File: config.mk
export PLATFORM = sky130hd
export DESIGN_NAME = mismatch_scoreboard
export DESIGN_NICKNAME = d
export VERILOG_FILES = /design/src/rtl/mismatch_scoreboard.sv
export SDC_FILE = /design/constraint.sdc
export NUM_CORES = 1
export LEC_CHECK = 0
export ABC_AREA = 1
export CAP_MARGIN = 20
export CORE_ASPECT_RATIO = 1.5
export CORE_UTILIZATION = 55
export DETAILED_ROUTE_END_ITERATION = 10
export PLACE_DENSITY_LB_ADDON = 0.25
export SLEW_MARGIN = 10
export SYNTH_ARGS = -nofsm -noshare
export SYNTH_HDL_FRONTEND = slang
export SYNTH_SLANG_ARGS = --single-unit
File: constraint.sdc
create_clock -name clk -period 5.2 [get_ports clk]
set_clock_uncertainty 0.1 [all_clocks]
set_input_delay 1.56 -clock clk [delete_from_list [all_inputs] [get_ports clk]]
set_output_delay 1.56 -clock clk [all_outputs]
set_load 0.1 [all_outputs]
File: src/rtl/mismatch_scoreboard.sv
`default_nettype none
// ============================================================================
// Module      : mismatch_scoreboard
// Description : Compares reference and DUT bits over a fixed sample window,
//               tracking sample/mismatch counts, first mismatch index and
//               the longest run of consecutive mismatches.
// Revision    : 1.0 - initial release
// ============================================================================
module mismatch_scoreboard #(
    parameter int CNT_W       = 16,
    parameter int MAX_SAMPLES = 200
) (
    input  logic             clk,
    input  logic             reset,
    input  logic             start,
    input  logic             sample_valid,
    input  logic             ref_bit,
    input  logic             dut_bit,
    output logic             running,
    output logic             done,
    output logic             mismatch,
    output logic [CNT_W-1:0] sample_count,
    output logic [CNT_W-1:0] error_count,
    output logic             first_err_valid,
    output logic [CNT_W-1:0] first_err_idx,
    output logic [CNT_W-1:0] max_err_run
);

    localparam logic [CNT_W-1:0] C_MAX = CNT_W'(MAX_SAMPLES);
    localparam logic [CNT_W-1:0] C_ONE = {{(CNT_W-1){1'b0}}, 1'b1};

    typedef enum logic [1:0] {
        S_IDLE = 2'd0,
        S_RUN  = 2'd1,
        S_DONE = 2'd2
    } state_t;

    state_t           r_state;
    logic             r_mismatch;
    logic [CNT_W-1:0] r_sample_count;
    logic [CNT_W-1:0] r_error_count;
    logic             r_first_err_valid;
    logic [CNT_W-1:0] r_first_err_idx;
    logic [CNT_W-1:0] r_max_err_run;
    logic [CNT_W-1:0] r_cur_run;

    logic [CNT_W-1:0] w_cnt_inc;
    logic [CNT_W-1:0] w_err_inc;
    logic [CNT_W-1:0] w_run_inc;

    // Saturating increment: counters stick at all-ones instead of wrapping.
    function automatic logic [CNT_W-1:0] sat_inc(input logic [CNT_W-1:0] v);
        return (v == {CNT_W{1'b1}}) ? v : v + C_ONE;
    endfunction

    assign w_cnt_inc = sat_inc(r_sample_count);
    assign w_err_inc = sat_inc(r_error_count);
    assign w_run_inc = sat_inc(r_cur_run);

    always_ff @(posedge clk) begin
        if (reset) begin
            r_state           <= S_IDLE;
            r_mismatch        <= 1'b0;
            r_sample_count    <= '0;
            r_error_count     <= '0;
            r_first_err_valid <= 1'b0;
            r_first_err_idx   <= '0;
            r_max_err_run     <= '0;
            r_cur_run         <= '0;
        end else if (start) begin
            // Any state: open a fresh window; a coincident sample is dropped.
            r_state           <= S_RUN;
            r_mismatch        <= 1'b0;
            r_sample_count    <= '0;
            r_error_count     <= '0;
            r_first_err_valid <= 1'b0;
            r_first_err_idx   <= '0;
            r_max_err_run     <= '0;
            r_cur_run         <= '0;
        end else begin
            r_mismatch <= 1'b0;
            if (r_state == S_RUN && sample_valid) begin
                r_sample_count <= w_cnt_inc;
                if (ref_bit != dut_bit) begin
                    r_error_count <= w_err_inc;
                    r_cur_run     <= w_run_inc;
                    r_mismatch    <= 1'b1;
                    if (w_run_inc > r_max_err_run) begin
                        r_max_err_run <= w_run_inc;
                    end
                    if (!r_first_err_valid) begin
                        r_first_err_valid <= 1'b1;
                        r_first_err_idx   <= r_sample_count;
                    end
                end else begin
                    r_cur_run <= '0;
                end
                if (w_cnt_inc == C_MAX) begin
                    r_state <= S_DONE;
                end
            end
        end
    end

    assign running         = (r_state == S_RUN);
    assign done            = (r_state == S_DONE);
    assign mismatch        = r_mismatch;
    assign sample_count    = r_sample_count;
    assign error_count     = r_error_count;
    assign first_err_valid = r_first_err_valid;
    assign first_err_idx   = r_first_err_idx;
    assign max_err_run     = r_max_err_run;

endmodule
`default_nettype wire

Word level (Yosys, flattened, before mapping)
Cells that the tools add are included.

word-level totals
  register bits = 84
  output and inout bits = 68
  input port bits = 6

cells by class
  reductions and logical operators = 11
  $add $sub $neg = 3
  bitwise gates (word level) = 3
  eq/ne operators = 7
  multiplexer cells = 7
  magnitude comparators = 1

operators by type and width
  cell                                                               number
  16-bit by 1-bit adder with 16-bit output (second input constant)   3
  16-bit == test (second input constant)                             3
  16-bit two-way mux                                                 3
  16-bit by 8-bit == test with 1-bit output (second input constant)  1
  16-bit greater-than comparator                                     1
  3-bit AND reduction                                                3
  2-bit AND reduction                                                3
  1-bit two-way mux                                                  4
  2-bit nonzero test                                                 2
  1-bit NOT                                                          3
  3-bit OR reduction                                                 1
  2-bit by 1-bit == test with 1-bit output (second input constant)   1
  2-bit == test (second input constant)                              1
  2-bit OR reduction                                                 1
  1-bit logical AND                                                  1
  1-bit inequality test                                              1

Logic depth before layout (Yosys ltp)
Gate-level depths: netlist (run 1).

  word-level depth = 6
  gate-level depth with buffers = 21

Worst setup path before layout (run 1)
Ideal clock, no wire load.

  path kind = reg2out
  from = reg r_state[1]
  to = out done
  arrival time = 1,628 ps
  required time = 3,540 ps
  slack = 1,912 ps
  stages on the path, launching flop included = 3
  cell sequence = dfxtp_1 > inv_1 > nor2_1

between the ends
  word-level cells in the longest chain between the ends = 1

ends and longest elaborated chain
  what                    line  source
  from (decl)             38    state_t r_state;
  from (signal assigned)  62    r_state <= S_IDLE;
  from (signal assigned)  72    r_state <= S_RUN;
  from (signal assigned)  99    r_state <= S_DONE;
  2-bit == test           106   assign done = (r_state == S_DONE);
  to (decl)               20    output logic done,

Every way passes these cells.

Final worst setup path (run 1)
  from = reg r_cur_run[0]
  to = reg r_max_err_run[14], in the netlist max_err_run[14]

between the ends
  word-level cells in the longest chain between the ends = 4

ends and longest elaborated chain
  what                                                                        line  source
  from (decl)                                                                 45    logic [CNT_W-1:0] r_cur_run;
  from (signal assigned)                                                      86    r_cur_run <= w_run_inc;
  16-bit by 1-bit adder with 16-bit output or 16-bit == test (tied branches)  53    return (v == {CNT_W{1'b1}}) ? v : v + C_ONE;
  16-bit two-way mux *                                                        53
  named net w_run_inc[11]                                                     49    logic [CNT_W-1:0] w_run_inc;
  16-bit greater-than comparator *                                            88    if (w_run_inc > r_max_err_run) begin
  3-bit AND reduction (no line) *                                             n/a
  to (signal assigned)                                                        89    r_max_err_run <= w_run_inc;
  to (decl)                                                                   44    logic [CNT_W-1:0] r_max_err_run;

The timed path passes the listed nets; every way through them passes the cells marked *.
A chain may end at the register's enable or synchronous reset.

==> summary.md, run 1 <==
| Metric | Value |
|---|---|
| Slew margin rel. | `between 30 and 40%` |
| Avg Inst Size Synth | `roughly 7 sq um` |
| Diodes inserted | `0` |
| Fin worst setup slack | `1.376 ns` |
| Cell taking the most area after synthesis | `dfxtp_1` |
| # rows | `40` |
| Power Total | `1.432 mW` |
| Layout cell share with drive strength beyond 1 | `6.389%` |
| Mapped Area | `about 4500 sq um` |
| Area Overhead vs Synth | `24.08%` |
| Die area | `8563 sq um` |
| PwrDens | `256.2 nW/um^2` |
| IO Pins | `74` |
| Initial Utilization | `56.60%` |
| Max Slew Vio Count | `0` |
| Synth top area cells | `dfxtp_1 37%, nand2_1 11%, inv_1 7.3%` |
| CP max stage cell | `dfxtp_1` |
| Netlist cell types | `39` |
| Fin cells | `825` |
| Syn_nets | `672` |
| Warnings, synthesis | `0` |
| Total number of vias | `4515` |
| Syn Inst Count | `647` |
| Final HPWL DP | `around 9.0 mm` |
| Clock Tree Buf Depth | `2` |
| Status | `finished, final reports clean` |
| Worst setup EP type | `register` |
| Crit-path most repeated cell | `nand2_1` |
| Yosys top cell area share | `between 30% and 40%` |
| Worst-Skew Late Latency | `between 0.3 and 0.4 ns` |
| DIE HEIGHT | `112.8 microns` |
| Setup total negative slack | `0 ns` |
| CP top delay family | `simple AND/OR/NAND/NOR gates` |
| Min Tclk post-route | `approximately 3.8 ns` |
| DIE WIDTH | `~76 microns` |
| Sequential area share after synthesis | `between 30 and 40%` |
| Worst reg2reg startpoint | `r_cur_run[0]$_SDFFE_PP0P_` |
| Cell with the most instances after synthesis | `nand2_1` |
| HP Class | `reg2reg` |
| Post-Place Worst Slack | `around 1.1 ns` |
| Post-synth top cells | `132 x nand2_1, 88 x inv_1, 84 x dfxtp_1` |
| CTS H-tree lvls | `3` |
| Count of final hold-check violations | `0` |
| Vias per cell | `5.473` |
| Placed cell areas | `5305 sq um` |
| CTS tree | `built` |
| Worst-margin pin slew | `a little over 1 ns` |
| F_max | `about 0.26 GHz` |
| Cells after DPL | `slightly above 800` |
| Root buffer cell | `clkbuf_16` |
| DRC | `0` |
| Crit path DAT | `approximately 4 ns` |
| Ys async rst share | `0%` |
| CP startpoint kind | `register` |
| Final setup viols | `0` |
| Total GRT Usage | `30.48%` |
| Vias in the first global route | `4307` |
| PortBufs | `73` |
| Max cap viols | `0` |
| Setup bufs post-CTS | `0` |
| Critical path startpoint | `r_cur_run[0]$_SDFFE_PP0P_` |
| Resized cells post-CTS | `0` |
| Design area | `5589 sq um` |
| DR pass1 iterations | `7` |
| Post-route ant nets | `0` |
| Wire per inst | `approximately 15 microns` |
| Unrepaired setup endpoints after global routing | `no` |
| Post-synth EDFFs | `0` |
| CP required | `around 5.4 ns` |
| FF+latch count, synth | `84` |
| Cell breakdown of the critical path | `ha_1 > nand2_2 > nor3_4 > nand4_4 > nor2_8 > inv_2 > nand2_1 > xor2_1 > inv_1 > ha_1 > nand2_1 > inv_1 > nand4_1 > inv_1 > nand2_1 > nand4_1 > nand2_2 > inv_2 > nand2_1 > a21oi_1` |
| RD Place Congestion | `0.9792` |
| Pin count of the biggest net entering global routing | `46` |
| Final core occ | `a little over two thirds` |
| Clock buffer count from CTS | `9` |
| Global-route wire length before repair | `about 20 mm` |
| Main synth FF type | `dfxtp_1` |
| Origin of the worst min-delay path | `max_err_run[2]$_SDFFE_PP0P_` |
| Congestion Overflow GR | `0` |
| Clk slew on worst S/H paths | `approximately 0.060 ns` |
| Tcrit/Tclk final | `around three quarters` |
| Hold Buf Count CTS | `0` |
| CP Class | `reg2reg` |
| Worst Hold Margin | `just under 0.4 ns` |
| Initial drt markers | `about 220` |
| Total Nets Final | `about 740` |
| Core area | `between 7000 and 8000 sq um` |
| Buffers plus inverters on the worst setup path | `5` |
| Leakage power | `between 2 and 2.5 nW` |
| CP max stage delay | `0.43 ns` |
| Initial antenna violation count | `0` |
| CTS sink cnt | `84` |
| Maximum VDD drop | `0.2028 mV` |
| Max FO, Critical Path | `18` |
| Total Wirelength | `roughly 12 mm` |
==> flip-flops by register name, indices dropped and copies added, names as in the netlist <==
register,flops
r_state,2
first_err_idx,16
max_err_run,16
sample_count,16
first_err_valid,1
r_cur_run,16
mismatch,1
error_count,16
==> routing by layer <==
layer	vias up	part of all wire (%)	track usage, %
li1	2229	-	-
met5	-	0	0
met4	0	4.2	15.56
met2	139	53	53.63
met1	2104	38	33.20
met3	43	4.8	6.144
==> power by group <==
part / internal [mW] / switching (mW)
clock network: 0.369 / 0.251
logic: 0.0337 / 0.115
registers: 0.652 / 0.0104
total: 1.06 / 0.376
==> cell usage in the layout (no fill, tap or decap), drive strengths merged, types with 2 or more instances in the layout <==
master	synthesis	routed
xor2	16	16
clkdlybuf4s50	0	73
inv	94	94
o22ai	6	6
a211oi	7	7
nor4	2	2
nor3	10	10
clkinv	1	3
o21bai	2	2
nand2	138	138
o21a	2	2
nand3	33	33
dfxtp	84	84
xnor2	4	4
clkbuf	12	11
a31oi	3	3
a21oi	53	53
buf	5	2
nand4	12	12
nor2	91	91
o21ai	46	46
ha	19	19
o211ai	4	4
==> layout make-up <==
cell class / count / area (sq um)
Clock buffer: 11 / 232.7
Tap cell: 105 / 131.4
Timing Repair Buffer: 75 / 745.7
Multi-Input combinational cell: 451 / 2390
Inverter: 95 / 356.6
Clock inverter: 4 / 51.30
Fill cell: 685 / 2369
Sequential cell: 84 / 1682
==> worst min-delay path: cells and delay by family, from the launching register on <==
| family | cells | cell delay (ns) |
|---|---|---|
| AND/OR/NAND/NOR | 1 | 0.06 |
| flip-flops | 1 | 0.32 |
| AO/OA/AOI/OAI | 1 | 0.06 |
==> cell families after synthesis <==
| group | Yosys count | share of synthesized area, % |
|---|---|---|
| simple gates | 287 | 27.86 |
| compound gates | 125 | 15.47 |
| buf+inv | 112 | 9.666 |
| flops | 84 | 37.33 |
| xor+xnor | 20 | 4.389 |
| fa+ha+maj | 19 | 5.278 |
==> final timing paths <==
kind | endpoint | slack, ns | depth (start not counted)
worst max-delay path | max_err_run[14]$_SDFFE_PP0P_ | 1.38 | 20
worst min-delay path | max_err_run[2]$_SDFFE_PP0P_ | 0.39 | 2
worst max register to register | max_err_run[14]$_SDFFE_PP0P_ | 1.38 | 20
worst min register to register | max_err_run[2]$_SDFFE_PP0P_ | 0.39 | 2
No activity file was read; power rests on OpenSTA's default activity.
==> inputs of run 2 (changes only) <==
--- a/config.mk
+++ b/config.mk
@@ -8,7 +8,7 @@
 export ABC_AREA = 1
 export CAP_MARGIN = 20
 export CORE_ASPECT_RATIO = 1.5
-export CORE_UTILIZATION = 55
+export CORE_UTILIZATION = 54
 export DETAILED_ROUTE_END_ITERATION = 10
 export PLACE_DENSITY_LB_ADDON = 0.25
 export SLEW_MARGIN = 10
==> constraint.sdc (replaced) <==
create_clock -name clk -period 3.8 [get_ports clk]
set_clock_uncertainty 0.1 [all_clocks]
set_input_delay 1.14 -clock clk [delete_from_list [all_inputs] [get_ports clk]]
set_output_delay 1.14 -clock clk [all_outputs]
set_load 0.1 [all_outputs]
==> run 2 against run 1 <==
  * Non-clock buffer count is 6 higher
  * Maximum frequency is 12% higher
  * Flip-flop and latch count stayed put
  * Critical path depth is 2 lower
  * Utilization is 1.9 points lower
  * Highest routed layer unchanged
  * Register-to-register slack worse by 0.98 ns
  * Largest cell class unchanged
  * Total power is 43% higher
  * Sequential power is 37% higher
  * Hold slack worse by 0.0068 ns
  * Via count is 0.58% higher
  * Sequential share of layout area is 0.43 points higher
  * Combinational power is 36% higher
==> summary.md, run 2 (synthesis results as in run 1) <==
| Metric | Value |
|---|---|
| Congestion Overflow GR | `0 (unchanged)` |
| DIE WIDTH | `76.57 microns (was 75.89 microns)` |
| Total number of vias | `4541 (was 4515)` |
| Reg area | `1682 sq um (unchanged)` |
| Core area | `8058 sq um (was 7958 sq um)` |
| Post-route ant nets | `0 (unchanged)` |
| Multi-input combinational cell area | `2395 sq um (was 2390 sq um)` |
| Hold EP | `r_state[1]$_SDFFE_PP0P_ (was max_err_run[2]$_SDFFE_PP0P_)` |
| Sequential share of power | `44.1% (was 46.3%)` |
| DIE HEIGHT | `113.9 microns (was 112.8 microns)` |
| Setup total negative slack | `0 ns (unchanged)` |
| Wire per inst | `14.44 microns (was 14.82 microns)` |
| Vias in the first global route | `4259 (was 4307)` |
| # rows | `40 (unchanged)` |
| Total Wirelength | `12.00 mm (was 12.23 mm)` |
| CP startpoint kind | `register (unchanged)` |
| HP Class | `reg2reg (unchanged)` |
| CP max stage delay | `0.42 ns (was 0.43 ns)` |
| Worst-Skew Late Latency | `0.34 ns (about the same)` |
| Routed wire length on met2 | `6.074 mm (was 6.445 mm)` |
| Clk slew on worst S/H paths | `0.06 ns (about the same)` |
| PortBufs | `73 (unchanged)` |
| Final setup viols | `0 (unchanged)` |
| Setup bufs post-CTS | `0 (unchanged)` |
| Net switching power | `524.4 uW (was 376.4 uW)` |
| Comb power frac | `9.8% (was 10.4%)` |
| Total Nets Final | `747 (was 741)` |
| Worst-margin pin slew | `0.4361 ns (was 1.007 ns)` |
| Hold path cells | `2 (unchanged)` |
| DR WL met3 | `519 microns (was 593 microns)` |
| DRC | `0 (unchanged)` |
| Min Tclk post-route | `3.402 ns (was 3.824 ns)` |
| Post-Place Worst Slack | `0.3126 ns (was 1.095 ns)` |
| CTS sink cnt | `84 (unchanged)` |
| Diodes inserted | `0 (unchanged)` |
| Vias per cell | `5.465 (was 5.473)` |
| Met1 WL | `4.688 mm (was 4.670 mm)` |
| Commonest non-fill, non-tap cell in the layout | `nand2_1 (unchanged)` |
| FF-to-FF path depth | `18 (was 20)` |
| Buffers plus inverters on the worst setup path | `1 (was 5)` |
| Origin of the worst min-delay path | `r_state[1]$_SDFFE_PP0P_ (was max_err_run[2]$_SDFFE_PP0P_)` |
| Root buffer cell | `clkbuf_16 (unchanged)` |
| IO Pins | `74 (unchanged)` |
| RD Place Congestion | `1.013 (was 0.9792)` |
| Max cap viols | `0 (unchanged)` |
| Total GRT Usage | `28.65% (was 30.48%)` |
| Slew margin rel. | `70.85% (was 32.63%)` |
| CP top delay family | `simple AND/OR/NAND/NOR gates (unchanged)` |
| Top Metal Used | `met4 (unchanged)` |
| Area Overhead vs Synth | `22.33% (was 24.08%)` |
| CP required | `3.94 ns (was 5.36 ns)` |
| Crit Reg-Reg Endpoint | `max_err_run[12]$_SDFFE_PP0P_ (was max_err_run[14]$_SDFFE_PP0P_)` |
| Pin count of the biggest net entering global routing | `27 (was 46)` |
| F_max | `0.2940 GHz (was 0.2615 GHz)` |
| DR pass1 iterations | `5 (was 7)` |
| Clock power share | `46.1% (was 43.3%)` |
| Status | `finished, final reports clean (unchanged)` |
| CTS tree | `built (unchanged)` |
| Layout cell share with drive strength beyond 1 | `16.80% (was 6.389%)` |
| CP Class | `reg2reg (unchanged)` |
| Clock buffer count from CTS | `9 (unchanged)` |
| Reg2reg setup slack | `0.40 ns (was 1.38 ns)` |
| Max FO, Critical Path | `18 (unchanged)` |
| Fin worst setup slack | `0.3982 ns (was 1.376 ns)` |
| Crit path DAT | `3.54 ns (was 3.99 ns)` |
| Initial Utilization | `55.90% (was 56.60%)` |
| CTS H-tree lvls | `3 (unchanged)` |
| Die area | `8718 sq um (was 8563 sq um)` |
| Cell breakdown of the critical path | `ha_1 > nand2_2 > nor3_4 > nand4_4 > nor2_8 > nor2_4 > nand2_2 > xor2_2 > ha_1 > a21oi_1 > o21a_1 > nand2_1 > nand2_1 > nand4_1 > nand2_4 > inv_4 > nor2_1 > nor2_1 (was ha_1 > nand2_2 > nor3_4 > nand4_4 > nor2_8 > inv_2 > nand2_1 > xor2_1 > inv_1 > ha_1 > nand2_1 > inv_1 > nand4_1 > inv_1 > nand2_1 > nand4_1 > nand2_2 > inv_2 > nand2_1 > a21oi_1)` |
| PwrDens | `372.7 nW/um^2 (was 256.2 nW/um^2)` |
| Initial drt markers | `367 (was 223)` |
| Resized cells post-CTS | `0 (unchanged)` |
| Hold Buf Count CTS | `0 (unchanged)` |
| Cells after DPL | `816 (was 810)` |
| Fin cells | `831 (was 825)` |
| Most frequent cells in the layout | `132 x nand2_1, 88 x inv_1, 84 x dfxtp_1 (unchanged)` |
| Initial antenna violation count | `0 (unchanged)` |
| Switching part of the total | `25.53% (was 26.29%)` |
| Maximum VDD drop | `0.2858 mV (was 0.2028 mV)` |
| Internal power | `1.530 mW (was 1.056 mW)` |
| Final HPWL DP | `9.008 mm (was 9.011 mm)` |
| CP max stage cell | `dfxtp_1 (unchanged)` |
| Worst setup EP type | `register (unchanged)` |
| Max Slew Vio Count | `0 (unchanged)` |
| Global-route wire length before repair | `19.62 mm (was 19.80 mm)` |
| Fillers | `688 (was 685)` |
| Leakage power | `2.456 nW (was 2.273 nW)` |
| Tcrit/Tclk final | `89.52% (was 73.53%)` |
| Unrepaired setup endpoints after global routing | `no (unchanged)` |
| Worst reg2reg startpoint | `r_cur_run[0]$_SDFFE_PP0P_ (unchanged)` |
| Clock Tree Buf Depth | `2 (unchanged)` |
| Count of final hold-check violations | `0 (unchanged)` |
[run 2: worst max-delay path by stage]
stage	startpoint	to	slack (ns)	cells after the start
detailed placement	r_cur_run[0]$_SDFFE_PP0P_	max_err_run[12]$_SDFFE_PP0P_	0.31	18
floorplan	r_cur_run[0]$_SDFFE_PP0P_	max_err_run[1]$_SDFFE_PP0P_	0.75	20
finish	r_cur_run[0]$_SDFFE_PP0P_	max_err_run[12]$_SDFFE_PP0P_	0.40	18
CTS	r_cur_run[0]$_SDFFE_PP0P_	max_err_run[2]$_SDFFE_PP0P_	0.27	20
global placement	r_cur_run[0]$_SDFFE_PP0P_	max_err_run[9]$_SDFFE_PP0P_	0.45	20
global route	r_cur_run[0]$_SDFFE_PP0P_	max_err_run[14]$_SDFFE_PP0P_	0.04	18
[run 2: layer usage]
| metal | track usage, % | vias to the layer above |
|---|---|---|
| li1 | - | 2247 |
| met1 | 31.03 | 2100 |
| met2 | 50.09 | 145 |
| met3 | 5.040 | 49 |
| met4 | 20.90 | 0 |
| met5 | 0 | - |
[run 2: area by class of cell]
class / instances / share of cell area [%]
clock buffer: 10 / 4.337
tap: 105 / 2.384
clock inverter: 5 / 1.521
multi-input combinational: 451 / 43.46
sequential: 84 / 30.52
timing repair buffer: 81 / 11.26
inverter: 95 / 6.517
[run 2: worst reg2reg max path, stage by stage, from the launching register on]
cell	delay, ns
dfxtp_1	0.42
ha_1	0.24
nand2_2	0.10
nor3_4	0.31
nand4_4	0.18
nor2_8	0.22
nor2_4	0.07
nand2_2	0.07
xor2_2	0.21
ha_1	0.28
a21oi_1	0.18
o21a_1	0.15
nand2_1	0.05
nand2_1	0.05
nand4_1	0.15
nand2_4	0.24
inv_4	0.11
nor2_1	0.11
nor2_1	0.05
[run 2: through the flow]
stage	total power, mW	hold slack, ns	util [%]	area [sq um]
6_report	2.054	0.3841	68.39	5510
5_1_grt	2.119	0.4084	68.39	5510
4_1_cts	2.068	0.3863	68.29	5503
3_5_place_dp	1.125	0.3772	64.29	5180
2_1_floorplan	1.076	0.3465	-	4504
3_3_place_gp	1.123	0.3664	64.29	5180
[run 2: power groups by stage]
stage	logic [mW]	registers [mW]	clock network, mW
after global routing	0.215	0.907	0.997
after CTS	0.201	0.905	0.961
after floorplan	0.0755	1.00	0
final	0.202	0.906	0.946
after global placement	0.198	0.925	0
after detailed placement	0.200	0.925	0
